==> config.mk <==
export PLATFORM = sky130hd
export DESIGN_NAME = exu_lsu_pipe
export DESIGN_NICKNAME = d
export VERILOG_FILES = /design/src/rtl/exu_lsu_pipe.sv
export SDC_FILE = /design/constraint.sdc
export NUM_CORES = 1
export LEC_CHECK = 0
export CAP_MARGIN = 10
export CORE_UTILIZATION = 40
export CTS_CLUSTER_DIAMETER = 150
export DETAILED_ROUTE_END_ITERATION = 10
export PLACE_DENSITY = 0.92
export SYNTH_ARGS = -nofsm -noshare
export SYNTH_HDL_FRONTEND = slang
export SYNTH_SLANG_ARGS = --single-unit
==> constraint.sdc <==
create_clock -name clk -period 4.68 [get_ports clk]
set_input_delay 0.936 -clock clk [delete_from_list [all_inputs] [get_ports clk]]
set_output_delay 0.936 -clock clk [all_outputs]
set_load 0.005 [all_outputs]
==> src/rtl/exu_lsu_pipe.sv <==
// EXU load/store unit: issues word-aligned memory requests with lane-shifted
// data and strobes. It tracks up to OUTSTANDING in-order requests, aligns
// returning load data into the GPR file, and traps illegal or misaligned ops.
module exu_lsu_pipe #(
  parameter int unsigned XLEN        = 32,
  parameter int unsigned GPR_AW      = 5,
  parameter int unsigned OUTSTANDING = 2
) (
  input  logic                clk,
  input  logic                rst_n,
  input  logic                iss_vld,
  output logic                iss_rdy,
  input  logic                iss_st,
  input  logic [2:0]          iss_funct3,
  input  logic [GPR_AW-1:0]   iss_rd,
  input  logic [XLEN-1:0]     iss_base,
  input  logic [XLEN-1:0]     iss_offset,
  input  logic [XLEN-1:0]     iss_wdata,
  output logic                req_vld,
  input  logic                req_rdy,
  output logic [XLEN-1:0]     req_addr,
  output logic                req_st,
  output logic [XLEN-1:0]     req_data,
  output logic [XLEN/8-1:0]   req_strobe,
  input  logic                rsp_vld,
  output logic                rsp_rdy,
  input  logic [XLEN-1:0]     rsp_data,
  output logic                gpr_wen,
  output logic [GPR_AW-1:0]   gpr_waddr,
  output logic [XLEN-1:0]     gpr_wdata,
  output logic                exc_vld,
  output logic [1:0]          exc_cause,
  output logic [XLEN-1:0]     exc_addr,
  output logic                idle
);

  localparam int unsigned NB = XLEN / 8;
  localparam int unsigned OB = $clog2(NB);
  localparam int unsigned PW = (OUTSTANDING > 1) ? $clog2(OUTSTANDING) : 1;
  localparam int unsigned CW = $clog2(OUTSTANDING + 1);

  logic [XLEN-1:0] ea;
  logic [OB-1:0]   off;
  logic [1:0]      sz;
  logic            legal;
  logic [2:0]      amask;
  logic            misal;
  logic            trap;
  logic            full;
  logic            empty;
  logic            push;
  logic            pop;

  logic [PW-1:0]   wptr_q, wptr_d;
  logic [PW-1:0]   rptr_q, rptr_d;
  logic [CW-1:0]   cnt_q, cnt_d;

  logic            ent_st_q  [OUTSTANDING];
  logic [2:0]      ent_f3_q  [OUTSTANDING];
  logic [GPR_AW-1:0] ent_rd_q [OUTSTANDING];
  logic [OB-1:0]   ent_off_q [OUTSTANDING];

  logic            exc_vld_q;
  logic [1:0]      exc_cause_q;
  logic [XLEN-1:0] exc_addr_q;

  logic            h_st;
  logic [2:0]      h_f3;
  logic [GPR_AW-1:0] h_rd;
  logic [OB-1:0]   h_off;
  logic [XLEN-1:0] shifted;
  logic            sbit;

  function automatic logic [PW-1:0] ptr_inc(input logic [PW-1:0] p);
    return (p == PW'(OUTSTANDING - 1)) ? '0 : p + 1'b1;
  endfunction

  assign ea  = iss_base + iss_offset;
  assign off = ea[OB-1:0];
  assign sz  = iss_funct3[1:0];

  // Legality of funct3 and natural-alignment check for the issued operation
  always_comb begin
    legal = 1'b0;
    amask = 3'd0;
    case (iss_funct3)
      3'd0, 3'd1, 3'd2: legal = 1'b1;
      3'd3:             legal = (XLEN == 64);
      3'd4, 3'd5:       legal = ~iss_st;
      3'd6:             legal = ~iss_st && (XLEN == 64);
      default:          legal = 1'b0;
    endcase
    case (sz)
      2'd0:    amask = 3'd0;
      2'd1:    amask = 3'd1;
      2'd2:    amask = 3'd3;
      default: amask = 3'd7;
    endcase
  end

  assign misal = |(off & amask[OB-1:0]);
  assign trap  = ~legal | misal;
  assign full  = (cnt_q == CW'(OUTSTANDING));
  assign empty = (cnt_q == '0);

  assign iss_rdy  = trap | (~full & req_rdy);
  assign req_vld  = iss_vld & ~full & ~trap;
  assign req_st   = iss_st;
  assign req_addr = {ea[XLEN-1:OB], {OB{1'b0}}};
  assign req_data = iss_wdata << {off, 3'b000};
  assign push     = req_vld & req_rdy;

  assign rsp_rdy  = ~empty;
  assign pop      = rsp_vld & ~empty;
  assign idle     = empty;

  // Byte-enable window [off, off+size) over the word lanes
  always_comb begin
    req_strobe = '0;
    for (int unsigned i = 0; i < NB; i++) begin
      req_strobe[i] = (i >= 32'(off)) && (i < 32'(off) + (32'd1 << sz));
    end
  end

  // Occupancy and ring pointers; push and pop together leave count unchanged
  always_comb begin
    wptr_d = push ? ptr_inc(wptr_q) : wptr_q;
    rptr_d = pop  ? ptr_inc(rptr_q) : rptr_q;
    cnt_d  = cnt_q;
    case ({push, pop})
      2'b10:   cnt_d = cnt_q + 1'b1;
      2'b01:   cnt_d = cnt_q - 1'b1;
      default: cnt_d = cnt_q;
    endcase
  end

  // Pointer, count and exception registers
  always_ff @(posedge clk or negedge rst_n) begin
    if (!rst_n) begin
      wptr_q      <= '0;
      rptr_q      <= '0;
      cnt_q       <= '0;
      exc_vld_q   <= 1'b0;
      exc_cause_q <= '0;
      exc_addr_q  <= '0;
    end else begin
      wptr_q    <= wptr_d;
      rptr_q    <= rptr_d;
      cnt_q     <= cnt_d;
      exc_vld_q <= iss_vld & trap;
      if (iss_vld & trap) begin
        exc_cause_q <= legal ? 2'b01 : 2'b10;
        exc_addr_q  <= ea;
      end
    end
  end

  // Entry storage; contents are only meaningful while counted as occupied
  always_ff @(posedge clk) begin
    if (push) begin
      ent_st_q[wptr_q]  <= iss_st;
      ent_f3_q[wptr_q]  <= iss_funct3;
      ent_rd_q[wptr_q]  <= iss_rd;
      ent_off_q[wptr_q] <= off;
    end
  end

  assign h_st  = ent_st_q[rptr_q];
  assign h_f3  = ent_f3_q[rptr_q];
  assign h_rd  = ent_rd_q[rptr_q];
  assign h_off = ent_off_q[rptr_q];

  assign shifted   = rsp_data >> {h_off, 3'b000};
  assign gpr_wen   = pop & ~h_st & (h_rd != '0);
  assign gpr_waddr = h_rd;

  // Truncate to access size, then sign-extend unless funct3 marks unsigned
  always_comb begin
    gpr_wdata = '0;
    case (h_f3[1:0])
      2'd0:    sbit = shifted[7];
      2'd1:    sbit = shifted[15];
      2'd2:    sbit = shifted[31];
      default: sbit = shifted[XLEN-1];
    endcase
    for (int unsigned i = 0; i < XLEN; i++) begin
      gpr_wdata[i] = (i < (32'd8 << h_f3[1:0])) ? shifted[i] : (~h_f3[2] & sbit);
    end
  end

  assign exc_vld   = exc_vld_q;
  assign exc_cause = exc_cause_q;
  assign exc_addr  = exc_addr_q;

endmodule

[After elaboration in Yosys (flattened, before gate mapping)]
Memory sizes are Yosys's and may differ from the RTL's.
Index checks and enable logic that the tools add are counted.
Operators by class
  reduce and logical (&&, ||, !) cells: 12
  $lt $le $gt $ge: 39
  shifts and indexed selects: 4
  add/sub/neg operators: 6
  bitwise operators: 19
  eq/ne operators: 10
  muxes and demuxes: 41
Operators with widths (number)
  5-bit by 32-bit less-than comparator with 1-bit output, first input constant: 16
  4-bit by 32-bit less-than comparator with 1-bit output, first input constant: 8
  1-bit by 32-bit less-than comparator with 1-bit output, first input constant: 4
  2-bit by 32-bit less-than comparator with 1-bit output, first input constant: 4
  3-bit by 32-bit less-than comparator with 1-bit output, first input constant: 4
  1-bit 2-to-1 mux: 36
  2-bit by 32-bit adder with 32-bit output: 1
  32-bit adder: 1
  1-bit by 2-bit left shift with 32-bit output, first input constant: 1
  32-bit by 5-bit left shift with 32-bit output: 1
  4-bit by 2-bit left shift with 32-bit output, first input constant: 1
  32-bit by 5-bit >> shifter with 32-bit output: 1
  1-bit bitwise AND: 9
  1-bit NOT: 7
  2-bit by 1-bit equality test with 1-bit output, second input constant: 3
  2-bit equality test, second input constant: 3
  3-bit equality test, second input constant: 2
  2-bit zero test: 3
  2-bit one-hot mux with 3 select lines: 1
  5-bit nonzero test: 1
  1-bit by 2-bit >= comparator with 1-bit output, first input constant: 2
  1-bit one-hot mux with 2 select lines: 2
  2-bit one-hot mux with 2 select lines: 1
  2-bit OR reduction: 2
  other kinds (13): 17
Storage, ports and cells
  bits in registers: 39
  output and inout bits: 146
  RAM bits: 22
  memories kept: 4
  input bits: 142
Memories
  ent_rd_q: depth 2, width 5, read ports 1, clocked after memory_dff 0, wr ports 1, line 60  | logic [GPR_AW-1:0] ent_rd_q [OUTSTANDING];
  ent_f3_q: depth 2, width 3, read ports 1, clocked after memory_dff 0, wr ports 1, line 59  | logic [2:0] ent_f3_q [OUTSTANDING];
  ent_off_q: depth 2, width 2, read ports 1, clocked after memory_dff 0, wr ports 1, line 61  | logic [OB-1:0] ent_off_q [OUTSTANDING];
  ent_st_q: depth 2, width 1, read ports 1, clocked after memory_dff 0, wr ports 1, line 58  | logic ent_st_q [OUTSTANDING];

[Longest topological paths before layout]
Gate-level depths: netlist (run 1).
  depth after elaboration: 10
  depth in mapped cells: 13

[Worst setup path after synthesis (run 1)]
No wires, ideal clock.
  kind: input -> output
  start: input port iss_base[0]
  end: output port req_strobe[2]
  required time: 3.744 ns
  slack: 0.288 ns
  cell stages on the path: 13
  arrival: 3.456 ns
  path buffers: 3
  cell sequence: ha_1 inv_1 fa_1 buf_2 buf_1 inv_1 clkbuf_1 fa_1 nand2_1 nor2_1 nor2_1 a21oi_1 a21oi_1
Between the ends
  cells in the longest elaborated chain, start to end: 4
  elaborated cells on any way between the ends: 5
  those cells by class: 2 x add/sub; 2 x order compare; 1 x reduce/logical
Ends and longest elaborated chain
  start, declared: line 16  | input logic [XLEN-1:0] iss_base,
  32-bit adder (*): line 78  | assign ea = iss_base + iss_offset;
  named net ea[1]: line 42  | logic [XLEN-1:0] ea;
  2-bit by 32-bit adder with 32-bit output: line 121  | req_strobe[i] = (i >= 32'(off)) && (i < 32'(off) + (32'd1 << sz));
  2-bit by 32-bit less-than comparator with 1-bit output: line 121
  1-bit logical AND (*): line 121
  end, declared: line 24  | output logic [XLEN/8-1:0] req_strobe,
The timed path passes the listed nets; every way through them passes the cells marked *.

[Worst setup path in the final report (run 1)]
  start: input port iss_base[3]
  end: output port req_addr[17]
Between the ends
  cells in the longest elaborated chain, start to end: 1
Ends and longest elaborated chain
  32-bit adder: line 78
  end, declared: line 21  | output logic [XLEN-1:0] req_addr,
No other way between the ends.

==> results of run 1 <==
state kept, by name (all words and copies together), names as in the netlist:
| signal | cells |
|---|---|
| ent_st_q | 2 |
| rptr_q | 1 |
| ent_rd_q | 10 |
| cnt_q | 2 |
| exc_cause | 2 |
| ent_off_q | 4 |
| exc_vld | 1 |
| exc_addr | 32 |
| wptr_q | 1 |
| ent_f3_q | 6 |
kinds of logic after synthesis:
kind of cell | Yosys count
AOI/OAI and AO/OA | 176
buffers and inverters | 84
adders and majority gates | 36
xor gates and xnor gates | 30
DFF | 61
muxes | 69
and+or+nand+nor | 226
other | 1
layer usage:
layer | vias to the layer above | global-route usage (%)
li1 | 3011 | -
met1 | 2994 | 28.6
met2 | 309 | 47.8
met3 | 52 | 5.99
met4 | 0 | 8.87
met5 | - | 0
critical path, cell delays in order:
cell             delay (ns)
clkdlybuf4s50_1        0.46
ha_4                   0.31
nand2_2                0.07
a21oi_1                0.26
o21ai_1                0.19
a211o_1                0.38
and2_1                 0.24
a311oi_2               0.31
clkdlybuf4s50_1        0.58
worst paths after layout:
path	start	to	slack [ns]	cells past startpoint
worst max-delay path	iss_base[3]	req_addr[17]	0.002	9
worst min-delay path	exc_addr[5]	exc_addr[5]	0.47	2
worst max register to register	cnt_q[0]	cnt_q[1]	2.98	5
worst min register to register	exc_addr[5]	exc_addr[5]	0.47	2
max in group asynchronous	rst_n	exc_addr[27]	3.34	1
min in group asynchronous	rst_n	exc_addr[18]	0.75	1
stage by stage:
step	cells	hold WS, ns	setup slack, ns	power, mW	setup TNS (ns)
after floorplan	684	0.456	0.288	1.59	0
after global placement	1131	0.460	-0.428	2.46	-2.24
after detailed placement	1131	0.462	-0.445	2.49	-2.86
after CTS	1163	0.476	0.00356	3.21	0
after global routing	1168	0.500	-0.102	3.45	-0.335
final	1168	0.474	0.00185	3.26	0
area by class of cell:
type                    instances  area share [%]
clock buffers                   9            2.37
clock inverters                 7           0.816
inverters                      18           0.737
multi-input cells             539            41.2
flip-flops and latches         61            17.2
well taps                     180            2.37
repair buffers                354            35.3
cells in the final DEF, fill, tap and decap left out, types with 7 or more instances in the layout:
| master | count |
|---|---|
| a211oi_1 | 13 |
| a21o_1 | 8 |
| a21oi_1 | 46 |
| a21oi_2 | 7 |
| a22oi_1 | 7 |
| and2_1 | 14 |
| buf_4 | 69 |
| clkbuf_16 | 9 |
| clkdlybuf4s50_1 | 273 |
| dfrtp_1 | 39 |
| edfxtp_1 | 22 |
| ha_1 | 22 |
| ha_4 | 9 |
| inv_1 | 16 |
| mux2_2 | 29 |
| mux2i_1 | 38 |
| nand2_1 | 95 |
| nand3_1 | 7 |
| nand4_1 | 12 |
| nor2_1 | 51 |
| nor2b_1 | 14 |
| o21a_1 | 9 |
| o21ai_0 | 39 |
| xnor2_1 | 17 |
| xor2_1 | 13 |
where the power goes:
group	switching (mW)	total [mW]	internal, mW	leakage, nW
sequential	0.0712	0.740	0.669	0.665
combinational	0.772	1.83	1.06	3.16
clock	0.273	0.693	0.419	0.147
total	1.12	3.26	2.15	3.97
timing repair:
item | CTS | global route
setup endpoints to repair | 19 | 15
setup buffers | 16 | 5
gates resized for setup | 14 | 50
pin swaps | 8 | 18
==> impl_metrics.tcl, run 1 <==
set metrics [dict create \
    die_w_um 122 \
    power-per-cell-area_nw_per_um2 343 \
    critical_path_class "input port to output pin" \
    cp-end-kind "output pin" \
    gp_congestion 0.956 \
    dpl_cell_area_um2 8810 \
    synth-edff-count 22 \
    cts_buffers 9 \
    postCtsHoldBufs 0 \
    rows 43 \
    firstDrtPassIters 5 \
    vias_per_cell 5.45 \
    cts.reportedPaths.clkPinSlew_ns 0.06 \
    drive_gt1_share_pct 17.3 \
    wl_um 20600 \
    root_buffer "clkbuf_16" \
    yosys_warnings 0 \
    worstPathRequired_ns 3.74 \
    synth_seq_cells 61 \
    htreeDepth 3 \
    seq_area_um2 1640 \
    drc 0 \
    synthArstFlopShare_pct 63.9 \
    netlist_area_um2 5760 \
    start_util_pct 41.2 \
    drv_cap 0 \
    tightestPinTransition_ns 0.941 \
    synth_ff_type "dfrtp_1" \
    synth_xor_area_share_pct 4.56 \
    avgRoutedWirePerCell_um 17.7 \
    max_freq_ghz 0.214 \
    worst-path-max-fanout 6 \
    gr-total-overflow 0 \
    period_share_pct 100 \
    muxShareOfSynthArea_pct 13.1 \
    final_antenna_net_count 0 \
    synth_fa_ha_area_share_pct 8.08 \
    cp-start-kind "input port" \
    num_antenna_cells 0 \
    cts_tree "built" \
    drt-initial-drc-count 277 \
    met2_length_um 10700 \
    worstPathArrival_ns 3.74 \
    vdd_drop_max_mv 0.203 \
    grt_max_degree 40 \
    yosysMostFrequentCell "nand2_1" \
    grt_use_total_pct 25.8 \
    io_pins 288 \
    netlist_instances 683 \
    max_slew_margin_pct 37.2 \
    die-area_um2 14900 \
    route.met3.wl_um 1600 \
    antenna_found_initial 0 \
    synthSimpleGateAreaFrac_pct 18.0 \
    ys_seq_area_share_pct 28.4 \
    outcome "completed" \
    clock_latency_ns 0.32 \
    syn_avg_cell_area_um2 8.44 \
    grt_pass1_wl_um 30200 \
    design.core.area_um2 14000 \
    clk_path_buf_depth 2 \
    vias 6366 \
    report.final.slew_viol_count 0 \
    area_growth_pct 65.0 \
    synthTopCellsByArea "dfrtp_1 (17%), edfxtp_1 (11%), ha_1 (7.4%), mux2i_1 (6.6%), nand2_1 (6.3%)" \
    cts.sinks 61 \
    period_minus_slack_ns 4.68 \
    wl_met1_um 7730 \
    final_area_um2 9510 \
    power_leakage_nw 3.97 \
    fin_nets 1161 \
    yosys.area.top_type_share_pct 16.9 \
    finalHoldViolations 0 \
    setup_viol_count_final 0 \
    yosysTopAreaCell "dfrtp_1" \
    synth_compound_area_share_pct 20.0 \
    top_layer_used "met4" \
    ys_top_cells_by_count "nand2_1 (96), a21oi_1 (53), nor2_1 (51)" \
    fillCellCount 1014 \
    synth_top_family_by_area "compound AO/OA/AOI/OAI gates" \
    multiInputGateArea_um2 3920 \
    fin_skew_ns 0.00830 \
    synthDistinctLibCells 58 \
    port_buffers 285 \
    first_global_vias 6200 \
    final_core_util_pct 68.0 \
    hp-class "register to register" \
    die_h_um 122 \
    dp_hpwl_um 15500 \
    rsz0062_at_grt "true" \
]
(Power assumes the default switching activity.)
==> run 2, diff against run 1 <==
--- a/config.mk
+++ b/config.mk
@@ -9,6 +9,7 @@
 export CORE_UTILIZATION = 40
 export CTS_CLUSTER_DIAMETER = 150
 export DETAILED_ROUTE_END_ITERATION = 10
+export HOLD_SLACK_MARGIN = 0.08
 export PLACE_DENSITY = 0.92
 export SYNTH_ARGS = -nofsm -noshare
 export SYNTH_HDL_FRONTEND = slang
==> results of run 2 <==
Final layout, timing and power as in run 1 (identical DEF).
